**config.mk**
```make
export PLATFORM = sky130hd
export DESIGN_NAME = camera_queue_writer
export DESIGN_NICKNAME = d
export VERILOG_FILES = /design/src/rtl/camera_queue_writer_pkg.sv /design/src/rtl/camera_queue_writer_byte_pair.sv /design/src/rtl/camera_queue_writer.sv
export SDC_FILE = /design/constraint.sdc
export NUM_CORES = 1
export LEC_CHECK = 0
export BUFFER_PORTS_ARGS = -buffer_cell sky130_fd_sc_hd__buf_2
export CAP_MARGIN = 40
export CORE_MARGIN = 1
export CORE_UTILIZATION = 30
export DETAILED_ROUTE_END_ITERATION = 8
export PLACE_DENSITY = 0.54
export SYNTH_ARGS = -nofsm -noshare
export SYNTH_HDL_FRONTEND = slang
export SYNTH_SLANG_ARGS = --single-unit
```
**constraint.sdc**
```tcl
create_clock -name clk -period 2.59 [get_ports clk]
set_input_delay 0.1295 -clock clk [delete_from_list [all_inputs] [get_ports clk]]
set_output_delay 0.1295 -clock clk [all_outputs]
set_load 0.1 [all_outputs]
```
**src/rtl/camera_queue_writer_pkg.sv**
```systemverilog
// Shared types and queue word constants for the camera -> LCD pixel queue.
// The LCD controller imports the same marker constants so both ends agree on framing.
package CameraQueueWriterTypes;

    typedef enum logic [2:0] {
        IDLE,
        WAIT_FRAME,
        WAIT_ROW,
        CAPTURE_ROW,
        PAD_ROW
    } t_state;

    // Bit 16 set marks a control word; pixels always have bit 16 clear.
    localparam logic [16:0] FRAME_START = 17'h10000;
    localparam logic [16:0] ROW_START   = 17'h10001;
    localparam logic [16:0] FRAME_END   = 17'h1FFFF;
    localparam logic [16:0] PAD_WORD    = 17'h00000;

    function automatic logic [16:0] pixel_word(input logic [15:0] rgb565);
        return {1'b0, rgb565};
    endfunction

endpackage

```
**src/rtl/camera_queue_writer_byte_pair.sv**
```systemverilog
// Assembles two OV7670 bytes into one RGB565 pixel.
// byte0 = {R5, G6[5:3]}, byte1 = {G6[2:0], B5}; pixel_valid pulses the cycle after byte1.
module rgb565_byte_pair (
    input  logic        clk,
    input  logic        reset_n,
    input  logic        href,
    input  logic        href_rise,
    input  logic        sample,
    input  logic [7:0]  data,
    output logic        pixel_valid,
    output logic [15:0] pixel
);

    logic       phase;
    logic [7:0] hi_byte;
    logic       phase_eff;

    // A row start realigns the pair even if the previous row ended on an odd byte.
    assign phase_eff = phase & ~href_rise;

    // Byte phase tracking and pixel register.
    always_ff @(posedge clk or negedge reset_n) begin
        if (!reset_n) begin
            phase       <= 1'b0;
            hi_byte     <= 8'h00;
            pixel       <= 16'h0000;
            pixel_valid <= 1'b0;
        end else begin
            pixel_valid <= 1'b0;
            if (href_rise) phase <= 1'b0;
            if (sample && href) begin
                if (!phase_eff) begin
                    hi_byte <= data;
                    phase   <= 1'b1;
                end else begin
                    pixel       <= {hi_byte, data};
                    pixel_valid <= 1'b1;
                    phase       <= 1'b0;
                end
            end
        end
    end

endmodule

```
**src/rtl/camera_queue_writer.sv**
```systemverilog
// Producer end of the 17-bit pixel queue feeding the LCD controller.
// Crops/pads camera rows to the LCD window and frames the stream with markers.
module camera_queue_writer #(
    parameter int LCD_SCREEN_WIDTH  = 480,
    parameter int LCD_SCREEN_HEIGHT = 272
) (
    input  logic        clk,
    input  logic        reset_n,
    input  logic        cam_vsync,
    input  logic        cam_href,
    input  logic        cam_sample,
    input  logic [7:0]  cam_data,
    input  logic        queue_full,
    output logic        queue_wr_en,
    output logic [16:0] queue_data_out,
    output logic        overflow,
    output logic [15:0] drop_count
);
    import CameraQueueWriterTypes::*;

    localparam logic [10:0] WIDTH_C  = 11'(LCD_SCREEN_WIDTH);
    localparam logic [10:0] HEIGHT_C = 11'(LCD_SCREEN_HEIGHT);

    t_state      state;
    logic        vsync_q, href_q;
    logic        vsync_rise, vsync_fall, href_rise, href_fall;
    logic [10:0] col_cnt, row_cnt;
    logic        pend;
    logic [16:0] pend_word;
    logic        frame_end_req;
    logic        pixel_valid;
    logic [15:0] pixel;
    logic        mk_issue, slot_free;

    assign vsync_rise = cam_vsync & ~vsync_q;
    assign vsync_fall = ~cam_vsync & vsync_q;
    assign href_rise  = cam_href & ~href_q;
    assign href_fall  = ~cam_href & href_q;

    // A pending marker owns the write slot; data words only go out when no marker waits.
    assign mk_issue  = pend & ~queue_full;
    assign slot_free = ~pend & ~queue_full;

    rgb565_byte_pair u_byte_pair (
        .clk         (clk),
        .reset_n     (reset_n),
        .href        (cam_href),
        .href_rise   (href_rise),
        .sample      (cam_sample),
        .data        (cam_data),
        .pixel_valid (pixel_valid),
        .pixel       (pixel)
    );

    // Framing FSM, marker holding register and registered queue write port.
    // Markers are spaced by whole rows, so a new marker never lands on a blocked one.
    always_ff @(posedge clk or negedge reset_n) begin
        if (!reset_n) begin
            state          <= IDLE;
            vsync_q        <= 1'b0;
            href_q         <= 1'b0;
            col_cnt        <= 11'd0;
            row_cnt        <= 11'd0;
            pend           <= 1'b0;
            pend_word      <= PAD_WORD;
            frame_end_req  <= 1'b0;
            queue_wr_en    <= 1'b0;
            queue_data_out <= PAD_WORD;
            overflow       <= 1'b0;
            drop_count     <= 16'h0000;
        end else begin
            vsync_q     <= cam_vsync;
            href_q      <= cam_href;
            queue_wr_en <= 1'b0;

            if (mk_issue) begin
                queue_wr_en    <= 1'b1;
                queue_data_out <= pend_word;
                pend           <= 1'b0;
            end

            case (state)
                IDLE: begin
                    if (cam_vsync) state <= WAIT_FRAME;
                end
                WAIT_FRAME: begin
                    if (vsync_fall) begin
                        pend          <= 1'b1;
                        pend_word     <= FRAME_START;
                        row_cnt       <= 11'd0;
                        overflow      <= 1'b0;
                        drop_count    <= 16'h0000;
                        frame_end_req <= 1'b0;
                        state         <= WAIT_ROW;
                    end
                end
                WAIT_ROW: begin
                    // vsync beats a coincident href rise; rows past the window are ignored.
                    if (vsync_rise) begin
                        pend      <= 1'b1;
                        pend_word <= FRAME_END;
                        state     <= WAIT_FRAME;
                    end else if (href_rise && (row_cnt < HEIGHT_C)) begin
                        pend      <= 1'b1;
                        pend_word <= ROW_START;
                        col_cnt   <= 11'd0;
                        state     <= CAPTURE_ROW;
                    end
                end
                CAPTURE_ROW: begin
                    if (vsync_rise) frame_end_req <= 1'b1;
                    // Pixels beyond the window are cropped silently; blocked ones are drops.
                    if (pixel_valid && (col_cnt < WIDTH_C)) begin
                        if (slot_free) begin
                            queue_wr_en    <= 1'b1;
                            queue_data_out <= pixel_word(pixel);
                            col_cnt        <= col_cnt + 11'd1;
                        end else begin
                            overflow <= 1'b1;
                            if (drop_count != 16'hFFFF) drop_count <= drop_count + 16'd1;
                        end
                    end
                    if (href_fall) begin
                        row_cnt <= row_cnt + 11'd1;
                        state   <= PAD_ROW;
                    end
                end
                PAD_ROW: begin
                    if (vsync_rise) frame_end_req <= 1'b1;
                    if (col_cnt == WIDTH_C) begin
                        if (frame_end_req || vsync_rise) begin
                            pend          <= 1'b1;
                            pend_word     <= FRAME_END;
                            frame_end_req <= 1'b0;
                            state         <= WAIT_FRAME;
                        end else begin
                            state <= WAIT_ROW;
                        end
                    end else if (slot_free) begin
                        queue_wr_en    <= 1'b1;
                        queue_data_out <= PAD_WORD;
                        col_cnt        <= col_cnt + 11'd1;
                    end
                end
                default: state <= IDLE;
            endcase
        end
    end

endmodule

```
==> results of run 1 <==
## final cells by class
type	count	area share, %
sequential	93	43.4
multi-input combinational	339	37.7
timing repair buffer	72	8.64
tap	184	4.30
clock buffer	10	4.27
inverter	13	0.911
clock inverter	5	0.701
## repair_timing
action,in CTS,in global routing
gates resized for setup,0,0
hold endpoints to repair,103,0
hold buffers,11,0
## per-layer routing
layer  share of wire [%]  global-route usage, %  routed length (um)  up-vias
met3                 5.8                   3.87                 593       10
li1                    -                      -                   -     1772
met5                   0                      0                   0        -
met4                 1.1                   3.83                 112        0
met1                  46                   18.9                4690     1780
met2                  48                   22.6                4890       95
## path summary, 6_finish.rpt
kind,startpoint,to,slack (ns),cells past startpoint
setup / recovery,col_cnt[0]$_DFFE_PN0P_,state[1]$_DFFE_PN0P_,0.36,7
max in group asynchronous,reset_n,row_cnt[1]$_DFFE_PN0P_,1.80,3
setup reg to reg,col_cnt[0]$_DFFE_PN0P_,state[1]$_DFFE_PN0P_,0.36,7
hold / removal,queue_full,queue_wr_en$_DFF_PN0_,0.03,2
min in group asynchronous,reset_n,drop_count[5]$_DFFE_PN0P_,0.34,3
hold reg to reg,u_byte_pair.hi_byte[5]$_DFFE_PN0P_,u_byte_pair.pixel[13]$_DFFE_PN0P_,0.46,2
## flip-flops by register name (all words and copies together), names as in the netlist
register,flops
pend_word,3
href_q,1
queue_data_out,17
pend,1
u_byte_pair.phase,1
vsync_q,1
drop_count,16
queue_wr_en,1
state,3
u_byte_pair.pixel,16
u_byte_pair.pixel_valid,1
row_cnt,11
u_byte_pair.hi_byte,8
overflow,1
frame_end_req,1
col_cnt,11
## critical path, stage by stage (launching register included)
cell,delay (ns)
dfrtp_1,0.42
inv_1,0.08
ha_1,0.13
or4b_4,0.48
o31ai_4,0.32
o21ai_2,0.10
or4_1,0.41
a32oi_1,0.20
## layout by cell type, fill, tap and decap left out, types with 10 or more instances in the layout
cell type	synthesis	routed
buf_2	3	47
mux2_2	10	10
dfrtp_1	93	93
nor2_1	28	28
o21ai_0	32	32
buf_4	3	13
a21oi_1	35	35
inv_1	12	12
dlygate4sd3_1	0	11
nand4_1	11	11
nand2_1	93	93
o31ai_1	14	14
## stage by stage
step	hold WS [ns]	std cells
4_1_cts	0.0153	715
6_report	0.0259	716
5_1_grt	0.0332	716
3_5_place_dp	0.223	689
2_1_floorplan	-0.166	467
3_3_place_gp	0.220	689
## cells by family (layout without fill, tap and decap cells)
group	count (synthesis)	count (layout)	synth area share, %
AOI/OAI and AO/OA	112	112	15.7
xor gates and xnor gates	11	11	2.14
adders and majority gates	4	4	1.11
buffers and inverters	35	100	3.58
DFF	93	93	51.6
muxes	15	15	3.61
and+or+nand+nor	197	197	22.3
## where the power goes
| part | internal (W) | leakage, nW | switching (W) |
|---|---|---|---|
| logic | 0.000447 | 1.14 | 0.00139 |
| clock network | 0.000649 | 0.125 | 0.000561 |
| registers | 0.00175 | 1.22 | 0.000219 |
| total | 0.00284 | 2.49 | 0.00217 |
==> key figures, run 1 <==
Outcome
  – Status: completed

Timing
  – Max frequency: 449 MHz
  – Fin Clk Skew: 0.00837 ns
  – Final Hold Vio Count: 0
  – Worst-margin pin slew: 0.622 ns
  – Relative slew slack: 58.4%
  – Final setup margin: 0.360 ns
  – Final setup TNS: 0 ns
  – Min Clock Period, post-route: 2.23 ns
  – RSZ-0062 raised after global routing: false
  – Final Setup Violations: 0
  – Max Slew Vio Count: 0
  – Post-route clock period utilization: 86.1%

Detailed routing
  – Drt drc: 0
  – Final wirelength: 10300 um
  – DR vias/cell: 5.11
  – Post-route ant nets: 0
  – DR vias: 3657
  – DR WL/cell: 14.4 um
  – Initial DRT Pass Iterations: 4
  – First DRT Iteration DRCs: 184

Synthesis
  – Area leader, netlist: dfrtp_1
  – Syn_area_per_cell: 9.66 um2
  – Register area share after synthesis: 51.6%
  – List of most frequent post-synthesis cells: 93 x dfrtp_1, 93 x nand2_1, 35 x a21oi_1, 32 x o21ai_0, 28 x nor2_1
  – Synth area leaders: dfrtp_1 52%, nand2_1 7.7%, a21oi_1 3.9%
  – Post-synth design cell area: 4510 um2
  – Synth top area share: 51.6%
  – Cell variety after synth: 57
  – Number of enable flip-flop cells after synthesis: 0
  – Synth Net Count: 485
  – #FFs+latches synth: 93
  – Ys async rst share: 100%
  – Synth warnings: 0
  – Ys flop type: dfrtp_1
  – Synthesized instance count: 467

Final layout
  – Area of the multi-input gates: 2020 um2
  – Synth-to-layout area growth: 18.8%
  – Final net count: 546
  – Design area: 5360 um2
  – Fillers: 1489
  – Layout cells sized above 1: 20.1%
  – Sequential Area: 2330 um2
  – Final core utilization: 36.7%
  – # diodes: 0

Power and ir drop
  – Power per cell area: 936 nW/um2
  – Final Power: 0.00501 W
  – P_leak: 2.49 nW
  – VDD IR-drop max: 610 uV

Place
  – Final GP Congestion: 0.811
  – Pre-CTS WS: 0.362 ns
  – IO Port Bufs: 48
  – HPWL after DPL: 6940 um
  – Placed standard-cell area: 4970 um2

Hold path
  – Hold WC Path Type: in -> reg

Clock network
  – Inserted Clock Buffers: 9
  – H-tree levels: 3
  – Worst-path clk slew: 0.07 ns
  – TritonCTS clock tree: built
  – Post-CTS setup buffer count: 0
  – CTS Buffer Depth: 2
  – Clk sinks: 93
  – Clock root cell: clkbuf_16
  – Clock Latency Late Sink: 0.34 ns

Floorplan
  – Io pins: 49
  – Die area: 15500 um2
  – Site Rows: 44
  – Core area: 14600 um2
  – Die X: 125 um
  – Initial Utilization: 30.9%
  – Die Y-Extent: 125 um

Global routing
  – Pin count of the biggest net entering global routing: 94
  – Initial antenna violation count: 0
  – First-pass GRT wire length: 18100 um
  – Total track usage: 14.2%
  – Gr ovfl total: 0
  – Vias in the first global route: 3595

Worst setup path
  – Critical Path AT: 2.49 ns
  – Crit. End Element: flop
  – Setup Crit Path Kind: reg -> reg
  – Critical Path RT: 2.85 ns
  – CP max FO: 5
  – Startpoint Class: flop

Job
  – Max-cap violation count: 0
Note: power is estimated with default switching activity, not from simulation.
==> run 2: changes to the inputs <==
--- a/config.mk
+++ b/config.mk
@@ -5,7 +5,7 @@
 export SDC_FILE = /design/constraint.sdc
 export NUM_CORES = 1
 export LEC_CHECK = 0
-export BUFFER_PORTS_ARGS = -buffer_cell sky130_fd_sc_hd__buf_2
+export BUFFER_PORTS_ARGS = -buffer_cell sky130_fd_sc_hd__buf_4
 export CAP_MARGIN = 40
 export CORE_MARGIN = 1
 export CORE_UTILIZATION = 30
==> key figures, run 2 (synthesized netlist as in run 1, its figures left out) <==
Outcome
  – Status: completed

Clock network
  – Worst-path clk slew: 0.07 ns
  – H-tree levels: 3
  – Clock root cell: clkbuf_16
  – TritonCTS clock tree: built
  – Clock Latency Late Sink: 0.34 ns
  – CTS Buffer Depth: 2
  – Inserted Clock Buffers: 9
  – Clk sinks: 93
  – # resized after CTS: 0

Floorplan
  – Initial Utilization: 30.9%
  – Site Rows: 44
  – Core area: 14600 um2
  – Die X: 125 um
  – Io pins: 49
  – Die Y-Extent: 125 um
  – Die area: 15500 um2

Final layout
  – Synth-to-layout area growth: 22.9%
  – Biggest regs: queue_data_out (17), drop_count (16), u_byte_pair.pixel (16)
  – Final net count: 551
  – # diodes: 0
  – Most frequent cells in the layout: 93 x nand2_1, 93 x dfrtp_1, 65 x buf_4, 35 x a21oi_1, 32 x o21ai_0
  – Fillers: 1431
  – Most flops, register: queue_data_out
  – Max reg flops: 17
  – Design area: 5540 um2
  – Layout cells sized above 1: 20.8%

Power and ir drop
  – Power per cell area: 948 nW/um2
  – Final Power: 0.00525 W
  – P_leak: 2.54 nW
  – VDD IR-drop max: 678 uV

Worst setup path
  – R2r startpoint: col_cnt[0]$_DFFE_PN0P_
  – R2R setup slack: 0.36 ns
  – Reg2reg path depth: 7
  – Reg2Reg Capture Point: state[0]$_DFFE_PN0P_
  – Critical Path RT: 2.81 ns
  – CP max FO: 5
  – Critical Path AT: 2.45 ns
  – Crit. End Element: flop
  – Setup Crit Path Kind: reg -> reg
  – Startpoint Class: flop

Detailed routing
  – First DRT Iteration DRCs: 216
  – DR vias/cell: 5.00
  – Drt drc: 0
  – DR vias: 3612
  – Final wirelength: 10300 um
  – DR WL/cell: 14.3 um
  – Initial DRT Pass Iterations: 4
  – Post-route ant nets: 0

Timing
  – Worst-margin pin slew: 0.666 ns
  – Final Setup Violations: 0
  – Relative slew slack: 55.6%
  – Max frequency: 449 MHz
  – Final setup TNS: 0 ns
  – RSZ-0062 raised after global routing: false
  – Min Clock Period, post-route: 2.23 ns
  – Fin Clk Skew: 0.00832 ns
  – Max Slew Vio Count: 0
  – Post-route clock period utilization: 86.0%
  – Final Hold Vio Count: 0

Job
  – Max-cap violation count: 0

Global routing
  – First-pass GRT wire length: 18000 um
  – Pin count of the biggest net entering global routing: 50
  – Total track usage: 14.2%
  – Gr ovfl total: 0
  – Vias in the first global route: 3607
  – Initial antenna violation count: 0

Hold path
  – Worst Hold Path EP: u_byte_pair.phase$_DFFE_PN0P_
  – HP Start: cam_sample
  – Hold WC Path Type: in -> reg
  – Worst Hold Path Cells: 4

Place
  – HPWL after DPL: 7190 um
  – IO Port Bufs: 48
  – Placed standard-cell area: 5110 um2
  – Final GP Congestion: 0.836
run 2: worst max-delay path, cell delays in order, from the launching register on:
cell and delay [ns]:
dfrtp_1 0.43, inv_1 0.08, ha_1 0.12, or4b_4 0.48, o31ai_4 0.32, o21ai_2 0.10
a21oi_1 0.21, mux2_2 0.37
run 2: per-stage QoR:
step / std cells / hold WS, ns / util (%) / worst slack, ns
floorplan: 467 / -0.166 / - / 0.138
global placement: 694 / 0.208 / 35.1 / 0.421
detailed placement: 694 / 0.206 / 35.1 / 0.384
CTS: 722 / 0.0847 / 38.0 / 0.357
global route: 722 / 0.109 / 38.0 / 0.173
finish: 722 / 0.0846 / 38.0 / 0.363
run 2: metal layers:
metal | track usage (%) | vias up | wire (um)
met5 | 0 | - | 0
met4 | 3.33 | 0 | 73
met3 | 3.65 | 6 | 431
met2 | 22.7 | 78 | 4780
met1 | 19.3 | 1747 | 5060
li1 | - | 1781 | -
run 2: where the power goes:
group          leakage (nW)  switching (W)  internal, W
combinational          1.17        0.00139     0.000526
sequential             1.22       0.000227      0.00175
clock                 0.150       0.000594     0.000768
run 2: area by class of cell:
type	instances	area (um2)	share of cell area [%]
inverter	13	48.8	0.881
tap	184	230	4.16
clock buffer	10	229	4.13
timing repair buffer	77	608	11.0
sequential	93	2330	42.0
clock inverter	6	76.3	1.38
multi-input combinational	339	2020	36.5
run 2: repair_timing:
| action | in CTS | in global routing |
|---|---|---|
| buffers inserted | 0 | 0 |
| hold buffers | 12 | 0 |
| endpoints found under the hold margin | 57 | 0 |
| endpoints found under the setup margin | 0 | 0 |
run 2: how the worst max path moves through the flow:
stage	to	cells after the start	slack, ns	start
final	state[0]$_DFFE_PN0P_	7	0.36	col_cnt[0]$_DFFE_PN0P_
after global routing	drop_count[2]$_DFFE_PN0P_	6	0.17	state[2]$_DFFE_PN0P_
after CTS	state[1]$_DFFE_PN0P_	7	0.36	col_cnt[0]$_DFFE_PN0P_
after detailed placement	col_cnt[4]$_DFFE_PN0P_	8	0.38	col_cnt[0]$_DFFE_PN0P_
after global placement	col_cnt[4]$_DFFE_PN0P_	8	0.42	col_cnt[0]$_DFFE_PN0P_
after floorplan	drop_count[9]$_DFFE_PN0P_	7	0.14	drop_count[0]$_DFFE_PN0P_
